--- config.mk ---
export PLATFORM = sky130hd
export DESIGN_NAME = fifo_rd_stream
export DESIGN_NICKNAME = d
export VERILOG_FILES = /design/src/rtl/fifo_rd_stream.sv
export SDC_FILE = /design/constraint.sdc
export NUM_CORES = 1
export LEC_CHECK = 0
export CAP_MARGIN = 10
export CELL_PAD_IN_SITES_DETAIL_PLACEMENT = 1
export CELL_PAD_IN_SITES_GLOBAL_PLACEMENT = 1
export CORE_ASPECT_RATIO = 0.75
export CORE_MARGIN = 3
export CORE_UTILIZATION = 56
export CTS_BUF_LIST = sky130_fd_sc_hd__clkbuf_4 sky130_fd_sc_hd__clkbuf_8
export CTS_CLUSTER_DIAMETER = 100
export DETAILED_ROUTE_END_ITERATION = 8
export DONT_BUFFER_PORTS = 1
export HOLD_SLACK_MARGIN = 0.05
export PLACE_DENSITY = 0.86
export SLEW_MARGIN = 10
export SYNTH_ARGS = -nofsm -noshare
export SYNTH_HDL_FRONTEND = slang
export SYNTH_SLANG_ARGS = --single-unit
--- constraint.sdc ---
create_clock -name rclk -period 2.9 [get_ports rclk]
set_clock_uncertainty 0.1 [all_clocks]
set_input_delay 0.29 -clock rclk [delete_from_list [all_inputs] [get_ports rclk]]
set_output_delay 0.29 -clock rclk [all_outputs]
set_load 0.005 [all_outputs]
--- src/rtl/fifo_rd_stream.sv ---
// Read-side consumer for the async FIFO: pops words without over-reading and
// presents them on a registered valid/ready stream through a 2-entry skid buffer.
module fifo_rd_stream #(
  parameter int DSIZE = 8,
  parameter int CW    = 16
) (
  input  logic             rclk,
  input  logic             rrst_n,
  input  logic             rempty,
  input  logic [DSIZE-1:0] rdata,
  output logic             rinc,
  input  logic             flush,
  output logic [DSIZE-1:0] m_data,
  output logic             m_valid,
  input  logic             m_ready,
  output logic [CW-1:0]    rd_count
);

  typedef enum logic [1:0] {EMPTY, ONE, TWO} state_e;

  state_e           state_q, state_d;
  logic [DSIZE-1:0] m_data_q, m_data_d;
  logic [DSIZE-1:0] skid_q, skid_d;
  logic             m_valid_q, m_valid_d;
  logic [CW-1:0]    count_q, count_d;
  logic             pop, push;

  // Pop strobe depends only on registered occupancy, so it never waits on m_ready.
  assign rinc = rrst_n & ~rempty & ~flush & (state_q != TWO);
  assign push = rinc;
  assign pop  = m_valid_q & m_ready;

  always_comb begin
    state_d  = state_q;
    m_data_d = m_data_q;
    skid_d   = skid_q;
    count_d  = count_q;
    case (state_q)
      EMPTY: begin
        if (push) begin
          state_d  = ONE;
          m_data_d = rdata;
        end
      end
      ONE: begin
        if (push && !pop) begin
          state_d = TWO;
          skid_d  = rdata;
        end else if (!push && pop) begin
          state_d = EMPTY;
        end else if (push && pop) begin
          m_data_d = rdata;
        end
      end
      TWO: begin
        if (pop) begin
          state_d  = ONE;
          m_data_d = skid_q;
        end
      end
      default: state_d = EMPTY;
    endcase
    if (flush) begin
      state_d = EMPTY;
    end
    if (pop) begin
      count_d = count_q + {{(CW-1){1'b0}}, 1'b1};
    end
    m_valid_d = (state_d != EMPTY);
  end

  always_ff @(posedge rclk or negedge rrst_n) begin
    if (!rrst_n) begin
      state_q   <= EMPTY;
      m_data_q  <= '0;
      skid_q    <= '0;
      m_valid_q <= 1'b0;
      count_q   <= '0;
    end else begin
      state_q   <= state_d;
      m_data_q  <= m_data_d;
      skid_q    <= skid_d;
      m_valid_q <= m_valid_d;
      count_q   <= count_d;
    end
  end

  assign m_data   = m_data_q;
  assign m_valid  = m_valid_q;
  assign rd_count = count_q;

endmodule

; After elaboration in Yosys (flattened, before gate mapping)
; Cells that the tools add are included.
; Widths: inputs -> output; s select.
[classes]
mux = 12
addsub = 1
n_div = 0
n_lt_le_gt_ge = 0
shift = 0
n_bitwise = 6
reduce_logical = 10
eq_ne = 8
n_mul = 0
[ops]
columns = op, n
row1 = $mux 8, 5
row2 = $pmux 8 s3, 1
row3 = $add 16x1->16 const B, 1
row4 = $ne 2x2->1 const B, 6
row5 = $mux 2, 5
row6 = $pmux 2 s3, 1
row7 = $reduce_and 6->1, 1
row8 = $and 1x1->1, 4
row9 = $logic_and 1x1->1, 3
row10 = $reduce_bool 3->1, 1
row11 = $eq 2x1->1 const B, 1
row12 = $eq 2x2->1 const B, 1
row13 = $logic_not 1->1, 2
row14 = $logic_not 2->1, 1
row15 = $not 1->1, 2
row16 = $reduce_and 2->1, 1
row17 = $reduce_bool 2->1, 1
[totals]
in_bits = 13
mem_bits_ro = 0
wordCells = 42
latchBits = 0
ff_bits = 35
mem_count = 0
output_inout_bits = 26
mem_bits_rw = 0

; Depth between registers and ports, before layout
; Gate-level depths: netlist of run 1.
[logic_depth]
ltp_word = 11
mapped_depth = 5
ltp_nobuf = 5

; Least setup slack after synthesis of run 1
; Ideal clock, no wire load.
[synth_timing]
kind = reg2reg
startpoint = reg m_valid_q (netlist: m_valid)
endpoint = reg m_data_q[0] (netlist: m_data[0])
path_slack_ns = 1.155
arrival_ns = 1.520
stages_incl_launch_ff = 6
setup_time_ns = 0.125
cell_sequence = dfrtp_1 -> and2_4 -> buf_6 -> a21oi_2 -> a2bb2oi_2 -> mux2_2
[synth_between]
elab_chain_len = 5
[synth_lines]
columns = element, line
row1 = "start, declared", 24  ; logic m_valid_q, m_valid_d;
row2 = "start signal, assigned", 83  ; m_valid_q <= m_valid_d;
row3 = $and 1x1->1 (*), 31  ; assign pop = m_valid_q & m_ready;
row4 = $logic_not 1->1, 46  ; if (push && !pop) begin
row5 = $logic_and 1x1->1, 46
row6 = $ne 2x2->1 (no line), n/a
row7 = $reduce_and 6->1 (no line) (*), n/a
row8 = "end signal, assigned", 81  ; m_data_q <= m_data_d;
row9 = "end, declared", 22  ; logic [DSIZE-1:0] m_data_q, m_data_d;
; Every way passes the cells marked *; elsewhere a longest branch is shown, timed or not.
; A chain may end at the register's enable or synchronous reset.

; Final worst setup path of run 1
[layout_timing]
startpoint = reg m_valid_q (netlist: m_valid)
endpoint = reg m_data_q[1] (netlist: m_data[1])
; The elaborated chain is that of the path after synthesis.

==> results of run 1 <==
[report_power, final]
part / switching [mW] / internal [mW] / leakage [nW] / total, mW
Clock: 0.180 / 0.177 / 0.0446 / 0.357
Sequential: 0.0899 / 0.575 / 0.454 / 0.665
Combinational: 0.0638 / 0.0937 / 0.280 / 0.158
Total: 0.333 / 0.846 / 0.779 / 1.18
[Yosys cell counts (2+ instances only)]
cell / number
nor3_1: 4
nand2_1: 6
a21oi_1: 2
mux2_2: 25
xor2_1: 3
buf_6: 2
dfrtp_1: 35
and3_1: 2
xnor2_1: 12
nand4_1: 4
nor2_1: 3
nand3_1: 7
[per-stage QoR]
step / worst slack [ns] / cells / utilization (%) / area [sq um] / power [mW]
floorplan: 1.16 / 120 / - / 1590 / 0.757
global placement: 1.05 / 154 / 60.6 / 1610 / 0.782
detailed placement: 0.973 / 154 / 60.6 / 1610 / 0.804
CTS: 0.961 / 166 / 65.8 / 1750 / 1.18
global route: 0.873 / 168 / 66.5 / 1770 / 1.24
finish: 0.954 / 168 / 66.5 / 1770 / 1.18
[critical path: cells and delay by family (launching register included)]
kind             cells  cell delay (ns)
AND/OR/NAND/NOR      1             0.24
flip-flops           1             0.48
multiplexers         1             0.40
AO/OA/AOI/OAI        2             0.61
[cells by family (layout without fill, tap and decap cells)]
group	count (synthesis)	after routing	synth area share (%)
fa+ha+maj	1	1	0.787
buf+inv	3	15	1.65
mux	26	26	18.3
compound gates	8	8	4.09
simple gates	32	32	11.8
xor+xnor	15	15	8.26
flops	35	35	55.1
[how the worst min path moves through the flow]
stage               startpoint          end  slack, ns  depth (start not counted)
finish                rdata[3]    skid_q[3]       0.05                          1
global route          rdata[3]    skid_q[3]       0.05                          1
global placement        rrst_n  rd_count[4]      -0.10                          0
floorplan               rrst_n    m_data[0]      -0.11                          0
detailed placement      rrst_n  rd_count[4]      -0.11                          0
CTS                   rdata[3]    skid_q[3]       0.05                          1
[registers in the layout (all words and copies together) (netlist names)]
signal,flops
rd_count,16
skid_q,8
m_valid,1
state_q,2
m_data,8
[final cells by class]
cell class / count / area, sq um / area share, %
Sequential cell: 35 / 876 / 49.4
Clock buffer: 6 / 76.3 / 4.31
Tap cell: 36 / 45.0 / 2.54
Inverter: 1 / 3.75 / 0.212
Multi-Input combinational cell: 82 / 688 / 38.8
Clock inverter: 2 / 12.5 / 0.706
Timing Repair Buffer: 6 / 70.1 / 3.95
[routing by layer]
layer / part of all wire, % / routed length (um)
met1: 42 / 1560
met2: 51 / 1900
met3: 5.9 / 221
met4: 1.2 / 46
met5: 0 / 0
==> impl_metrics.yaml, run 1 <==
run_status:
  outcome: "finished, final reports clean"
timing:
  fin_crit_sh_pct: 67.1
  final_hold_viol_count: 0
  final.min_clock_period_ns: 1.95
  max_freq_ghz: 0.514
  worstMarginPinSlew_ns: 0.600
  finalSetupTns_ns: 0
  holdWs_ns: 0.0496
  finalSetupViolCount: 0
  rsz0062_at_grt: "no"
  finalMaxSlewViolations: 0
  relSlewSlack_pct: 59.7
critical_path:
  r2r_cells: 4
  worst_setup_path_start_kind: "flop"
  path_class: "reg -> reg"
  startpoint: "m_valid"
  ff2ff_setup_slack_ns: 0.95
  required_ns: 2.97
  endpoint: "m_data[1]"
  timing.rr.start: "m_valid"
  arrival_ns: 2.01
  endpoint_kind: "flop"
  r2r-end: "m_data[1]"
  cp_max_fo: 8
  cp_slowest_cell: "dfrtp_1"
  max_stage_delay_ns: 0.48
  path_cells: "and2_4 > a21oi_2 > a2bb2oi_2 > mux2_2"
global_route:
  grt_pass1_vias: 1159
  use_met1_pct: 29.2
  antenna_found_initial: 0
  grt_util_all_layers_pct: 23.8
  use_met3_pct: 9.29
  grt_busiest_layer: "met2"
  overflow: 0
  grt_first_pass_wirelength_mm: 5.91
  grt_max_degree: 36
  met2_usage_pct: 38.4
synthesis:
  synth_flop_cell: "dfrtp_1"
  synth_top_cell_by_area: "dfrtp_1"
  syn_area_per_cell_sq_um: 13.3
  ys_top_cells_by_area: "dfrtp_1 (55%), mux2_2 (18%), xnor2_1 (6.6%), nand3_1 (2.2%), xor2_1 (1.7%)"
  synth_nets: 134
  ys_ff_latch: 35
  yosysSeqAreaShare_pct: 55.1
  synthArstFlopShare_pct: 100
  ys_types: 27
  syn-cell-area_sq_mm: 0.00159
  ys_warn_count: 0
  synth_cells: 120
  synth-edff-count: 0
  netlist.area_leader.share_pct: 55.1
floorplan:
  die_h_um: 52.2
  io_pins: 39
  rows: 16
  initial_core_util_pct: 59.7
  die_area_sq_mm: 0.00352
  core_area_sq_mm: 0.00266
  die_w_um: 67.5
detailed_routing:
  drt_iter0_markers: 53
  drtPass1Iterations: 4
  wl_mm: 3.72
  routedWlPerCell_um: 22.2
  drc: 0
  drtAntennaViolNets: 0
  num_vias: 1027
  viasPerCell: 6.11
final_layout:
  final_cell_mix: "dfrtp_1 (35), mux2_2 (25), xnor2_1 (12)"
  n_fill_cell: 265
  layout_commonest_cell: "dfrtp_1"
  diodes: 0
  drive_gt1_share_pct: 30.3
  nNetsFinal: 145
  area_growth_pct: 11.4
cts:
  ctsHoldBuffers: 4
  postCtsSetupBuffers: 0
  cts.sinks: 35
  path_clk_slew_ns: 0.07
  clk_path_buf_depth: 2
  clk-insertion-delay-late_ns: 0.29
  root_buffer: "clkbuf_8"
  cts_made_buffers: 5
  cts_tree: "done"
  cts-resized-gates: 0
  htree_levels: 2
power_and_ir_drop:
  power.density_mw_per_mm2: 666
  cellLeakagePower_nw: 0.779
  ir_drop_v: 0.000419
hold_path:
  hp-class: "in -> reg"
place:
  dp_hpwl_mm: 2.46
  portBuffers: 0
  gp_congestion: 0.764
job:
  cap_violations: 0
Note: power is estimated with default switching activity, not from simulation.
==> run 2, diff against run 1 <==
ABC_AREA = 1   (was default)
CORE_UTILIZATION = 43   (was 56)
PLACE_DENSITY = 0.76   (was 0.86)
clock period = 1.7 ns   (was 2.9 ns; I/O delays follow)
==> run 2 against run 1 <==
Synthesized cell count increased by 76%. Critical path depth increased by 3. Flip-flop and latch count unchanged. Wire length increased by 16%. Clock power increased by 59%. Count of clock-buffer cells in the layout unchanged. Area after synthesis increased by 13%. Fmax increased by 24%. Largest power group unchanged. Worst hold slack improved by 0.018 ns. Utilization decreased by 12 points.
==> impl_metrics.yaml, run 2 <==
detailed_routing:
  drc: 0
  drt_iter0_markers: 60
  drtAntennaViolNets: 0
  num_vias: 1394
  drtPass1Iterations: 4
  viasPerCell: 4.96
  wl_mm: 4.34
  routedWlPerCell_um: 15.4
synthesis:
  ys_warn_count: 0
  synth_common_cells: "nand2_1 (61), dfrtp_1 (35), inv_1 (35)"
  syn-cell-area_sq_mm: 0.00180
  synth_cells: 211
  synth_nets: 225
  ys_types: 29
  syn_area_per_cell_sq_um: 8.53
  ys_ff_latch: 35
  yosysSeqAreaShare_pct: 48.6
  synthArstFlopShare_pct: 100
  synth_top_cell_by_area: "dfrtp_1"
  netlist.area_leader.share_pct: 48.6
  ys_top_cells_by_area: "dfrtp_1 (49%), nand2_1 (13%), inv_1 (7.3%), o21ai_2 (4.4%), o21ai_0 (3.1%)"
  synth_flop_cell: "dfrtp_1"
  synth-edff-count: 0
  synth.most_common_cell: "nand2_1"
floorplan:
  die_w_um: 80.7
  initial_core_util_pct: 47.0
  rows: 19
  core_area_sq_mm: 0.00383
  die_area_sq_mm: 0.00501
  io_pins: 39
  die_h_um: 62.0
final_layout:
  nNetsFinal: 244
  drive_gt1_share_pct: 15.7
  area_growth_pct: 15.4
  largest_register_ffs: 16
  layout_commonest_cell: "nand2_1"
  utilization_pct: 54.3
  diodes: 0
  final_cell_mix: "nand2_1 (61), inv_1 (35), dfrtp_1 (35)"
hold_path:
  min_path_cells: 2
  hp-class: "in -> reg"
  whs_endpoint: "rd_count[0]"
  min-delay-start: "m_ready"
power_and_ir_drop:
  p_int_mw: 1.41
  power_switching_mw: 0.593
  comb_power_share_pct: 17.6
  ir_drop_v: 0.000430
  clkPwrFrac_pct: 28.3
  power.density_mw_per_mm2: 967
  p_seq_share_pct: 54.1
  cellLeakagePower_nw: 0.998
  switching_share_pct: 29.5
critical_path:
  max_stage_delay_ns: 0.44
  cp_max_fo: 18
  path_cells: "inv_2 > nand2_4 > inv_6 > nor2_8 > nand4_4 > nand2_1 > o21ai_2"
  path_class: "reg -> reg"
  arrival_ns: 1.64
  cp_slowest_cell: "dfrtp_1"
  path_buf_inv: 2
  endpoint_kind: "flop"
  r2r_cells: 7
  timing.rr.start: "state_q[0]"
  ff2ff_setup_slack_ns: 0.13
  worst_setup_path_start_kind: "flop"
  crit_family: "simple AND/OR/NAND/NOR gates"
  required_ns: 1.76
  r2r-end: "skid_q[1]"
timing:
  max_freq_ghz: 0.635
  finalSetupTns_ns: 0
  finalSetupViolCount: 0
  finalMaxSlewViolations: 0
  final.min_clock_period_ns: 1.57
  final_hold_viol_count: 0
  rsz0062_at_grt: "no"
  worstMarginPinSlew_ns: 0.374
  fin_crit_sh_pct: 92.6
  relSlewSlack_pct: 74.9
cts:
  clk-insertion-delay-late_ns: 0.28
  cts-resized-gates: 0
  htree_levels: 2
  path_clk_slew_ns: 0.07
  root_buffer: "clkbuf_8"
  clk_path_buf_depth: 2
  cts.sinks: 35
  cts_tree: "done"
  cts_made_buffers: 5
global_route:
  antenna_found_initial: 0
  grt_pass1_vias: 1456
  overflow: 0
  grt_first_pass_wirelength_mm: 7.16
  grt_max_degree: 36
  grt_util_all_layers_pct: 19.4
place:
  gp_congestion: 0.776
  dp_hpwl_mm: 3.07
  portBuffers: 0
run_status:
  outcome: "finished, final reports clean"
job:
  cap_violations: 0
[run 2: changes by cell type after synthesis, sizes merged, moves of 2 or more]
| cell | previous run | this run |
|---|---|---|
| nand3b | 0 | 2 |
| nor2 | 3 | 14 |
| a2bb2oi | 2 | 0 |
| o21ai | 1 | 29 |
| nand3 | 7 | 5 |
| xnor2 | 12 | 3 |
| and3 | 2 | 0 |
| inv | 1 | 38 |
| mux2 | 25 | 0 |
| xor2 | 3 | 5 |
| nand2 | 7 | 65 |
[run 2: how the worst max path moves through the flow]
| stage | from | endpoint | slack (ns) | cells past startpoint |
|---|---|---|---|---|
| 3_3_place_gp | state_q[0] | skid_q[3] | 0.18 | 7 |
| 4_1_cts | state_q[1] | m_data[3] | 0.09 | 5 |
| 2_1_floorplan | rd_count[0] | rd_count[12] | 0.26 | 8 |
| 6_report | state_q[0] | skid_q[1] | 0.13 | 7 |
| 5_1_grt | state_q[0] | skid_q[0] | 0.004 | 7 |
| 3_5_place_dp | state_q[1] | m_data[4] | 0.12 | 5 |
[run 2: power groups by stage]
stage	logic (mW)	registers [mW]	clock network (mW)
5_1_grt	0.403	1.10	0.627
2_1_floorplan	0.207	1.08	0
3_5_place_dp	0.306	1.10	0
3_3_place_gp	0.285	1.09	0
6_report	0.353	1.09	0.568
4_1_cts	0.348	1.09	0.585
[run 2: kinds of logic after synthesis]
kind of cell / share of synthesized area (%)
compound gates: 11.9
xor+xnor: 3.89
fa+ha+maj: 0.695
buf+inv: 9.73
flops: 48.6
simple gates: 25.2
[run 2: per-stage QoR]
| step | setup slack (ns) | instances | hold WS (ns) | instance area, sq um | power, mW |
|---|---|---|---|---|---|
| 6_report | 0.126 | 281 | 0.0672 | 2080 | 2.01 |
| 5_1_grt | 0.00356 | 281 | 0.0675 | 2080 | 2.13 |
| 4_1_cts | 0.0896 | 280 | 0.0574 | 2060 | 2.02 |
| 3_5_place_dp | 0.119 | 263 | -0.225 | 1860 | 1.41 |
| 3_3_place_gp | 0.183 | 263 | -0.225 | 1860 | 1.38 |
| 2_1_floorplan | 0.257 | 211 | -0.226 | 1800 | 1.29 |
[run 2: final cells by class]
cell class,instances,area [sq um]
tap,52,65.1
sequential,35,876
fill,459,1750
inverter,38,148
clock buffer,6,76.3
multi-input combinational,135,749
timing repair buffer,15,163
[run 2: repair_timing]
item                       in CTS  in global routing
hold buffers                   11                  0
hold endpoints to repair       46                  0
setup endpoints to repair       0                  6
setup buffers                   0                  1
[run 2: worst reg2reg max path, cell delays in order (launching register included)]
cell and delay [ns]:
dfrtp_1 0.44, inv_2 0.09, nand2_4 0.08, inv_6 0.07
nor2_8 0.13, nand4_4 0.28, nand2_1 0.19, o21ai_2 0.07
[run 2: routing by layer]
metal | share of wire [%] | wire length (um) | GRT usage [%]
met5 | 0 | 0 | 0
met2 | 48 | 2080 | 31.0
met4 | 1.5 | 63 | 6.99
met3 | 6.6 | 286 | 6.63
met1 | 44 | 1900 | 25.0
==> run 3, diff against run 2 <==
CAP_MARGIN = 15   (was 10)
PLACE_DENSITY = 0.81   (was 0.76)
==> run 3 against run 2 <==
Critical path depth unchanged. Worst hold slack better by 0.039 ns. Wire length down 8.2%. Die area unchanged. Total power up 0.59%. Global-route usage down 1.5 points. Final cell count up 0.36%. Utilization up 0.62 points. First-iteration DRC count down 27%. Flip-flop and latch count unchanged. Via count down 0.72%. Count of clock-buffer cells in the layout unchanged.
==> impl_metrics.yaml, run 3 (synthesis gave the netlist of run 2 again) <==
floorplan:
  io_pins: 39
  die_w_um: 80.7
  rows: 19
  core_area_sq_mm: 0.00383
  die_h_um: 62.0
  die_area_sq_mm: 0.00501
  initial_core_util_pct: 47.0
final_layout:
  largest_register_ffs: 16
  area_growth_pct: 16.7
  diodes: 0
  final_cell_mix: "nand2_1 (61), inv_1 (35), dfrtp_1 (35)"
  drive_gt1_share_pct: 16.1
  nNetsFinal: 244
  layout_commonest_cell: "nand2_1"
detailed_routing:
  drc: 0
  drt_iter0_markers: 44
  drtPass1Iterations: 4
  wl_mm: 3.98
  routedWlPerCell_um: 14.1
  viasPerCell: 4.91
  drtAntennaViolNets: 0
  num_vias: 1384
critical_path:
  endpoint_kind: "flop"
  r2r-end: "skid_q[0]"
  worst_setup_path_start_kind: "flop"
  path_class: "reg -> reg"
  required_ns: 1.76
  endpoint: "skid_q[0]"
  ff2ff_setup_slack_ns: 0.14
  cp_max_fo: 18
  r2r_cells: 7
  arrival_ns: 1.62
  startpoint: "state_q[0]"
  timing.rr.start: "state_q[0]"
global_route:
  met2_usage_pct: 27.5
  overflow: 0
  use_met1_pct: 23.6
  use_met3_pct: 5.48
  grt_util_all_layers_pct: 18.0
  antenna_found_initial: 0
  grt_first_pass_wirelength_mm: 6.69
  grt_max_degree: 36
  grt_pass1_vias: 1380
  grt_busiest_layer: "met2"
cts:
  clk-insertion-delay-late_ns: 0.28
  cts.sinks: 35
  path_clk_slew_ns: 0.07
  cts_tree: "done"
  clk_path_buf_depth: 2
  cts_made_buffers: 5
  root_buffer: "clkbuf_8"
  htree_levels: 2
timing:
  final.min_clock_period_ns: 1.56
  relSlewSlack_pct: 72.9
  holdWs_ns: 0.106
  finalMaxSlewViolations: 0
  rsz0062_at_grt: "no"
  max_freq_ghz: 0.642
  final_hold_viol_count: 0
  fin_crit_sh_pct: 91.6
  worstMarginPinSlew_ns: 0.403
  finalSetupViolCount: 0
  finalSetupTns_ns: 0
job:
  cap_violations: 0
power_and_ir_drop:
  cellLeakagePower_nw: 1.01
  power.density_mw_per_mm2: 961
  ir_drop_v: 0.000489
place:
  dp_hpwl_mm: 2.85
  portBuffers: 0
  gp_congestion: 0.784
run_status:
  outcome: "finished, final reports clean"
hold_path:
  hp-class: "in -> reg"
  min_path_cells: 3
-- run 3: changes by cell type in the layout (fill, tap and decap cells not counted) --
cell and change:
buf_12 +1, buf_4 -1, clkbuf_4 -1, clkbuf_8 +1
clkinv_2 +1
-- run 3: timing repair --
action,in CTS,in global routing
setup buffers,0,1
resized for setup,0,0
endpoints found under the setup margin,0,1
hold endpoints to repair,46,0
hold buffers,11,0
-- run 3: metrics by stage --
step / util (%) / instances / setup WS, ns / total power, mW / cell area [sq um]
2_1_floorplan: - / 211 / 0.257 / 1.29 / 1800
3_3_place_gp: 48.9 / 263 / 0.182 / 1.38 / 1870
3_5_place_dp: 48.9 / 263 / 0.126 / 1.40 / 1870
4_1_cts: 54.4 / 281 / 0.122 / 2.06 / 2080
5_1_grt: 54.9 / 282 / 0.0178 / 2.17 / 2100
6_report: 54.9 / 282 / 0.142 / 2.02 / 2100
-- run 3: cell type report --
type / count / area (sq um)
multi-input combinational: 135 / 749
fill: 470 / 1730
clock buffer: 6 / 82.6
inverter: 38 / 148
tap: 52 / 65.1
sequential: 35 / 876
timing repair buffer: 15 / 175
clock inverter: 1 / 5.00
-- run 3: how the worst min path moves through the flow --
stage               slack [ns]     from           end
global placement         -0.22   rrst_n     m_data[5]
floorplan                -0.23   rrst_n     m_data[0]
CTS                       0.10  m_ready   rd_count[1]
finish                    0.11  m_ready  rd_count[15]
detailed placement       -0.22   rrst_n     m_data[5]
global route              0.12  m_ready  rd_count[15]
-- run 3: critical path, cell delays in order, from the launching register on --
cell and delay, ns:
dfrtp_1 0.45, inv_2 0.09, nand2_4 0.08, inv_6 0.07, nor2_8 0.13, nand4_4 0.27
nand2_1 0.18, o21ai_2 0.06
-- run 3: where the power goes --
part           internal (mW)  switching (mW)
Clock                  0.318           0.278
Sequential             0.967           0.113
Combinational          0.158           0.185
-- run 3: metal layers --
metal	vias to the layer above	part of all wire [%]
met5	-	0
met4	0	1.7
met3	5	6.1
met2	26	45
met1	663	48
li1	690	-
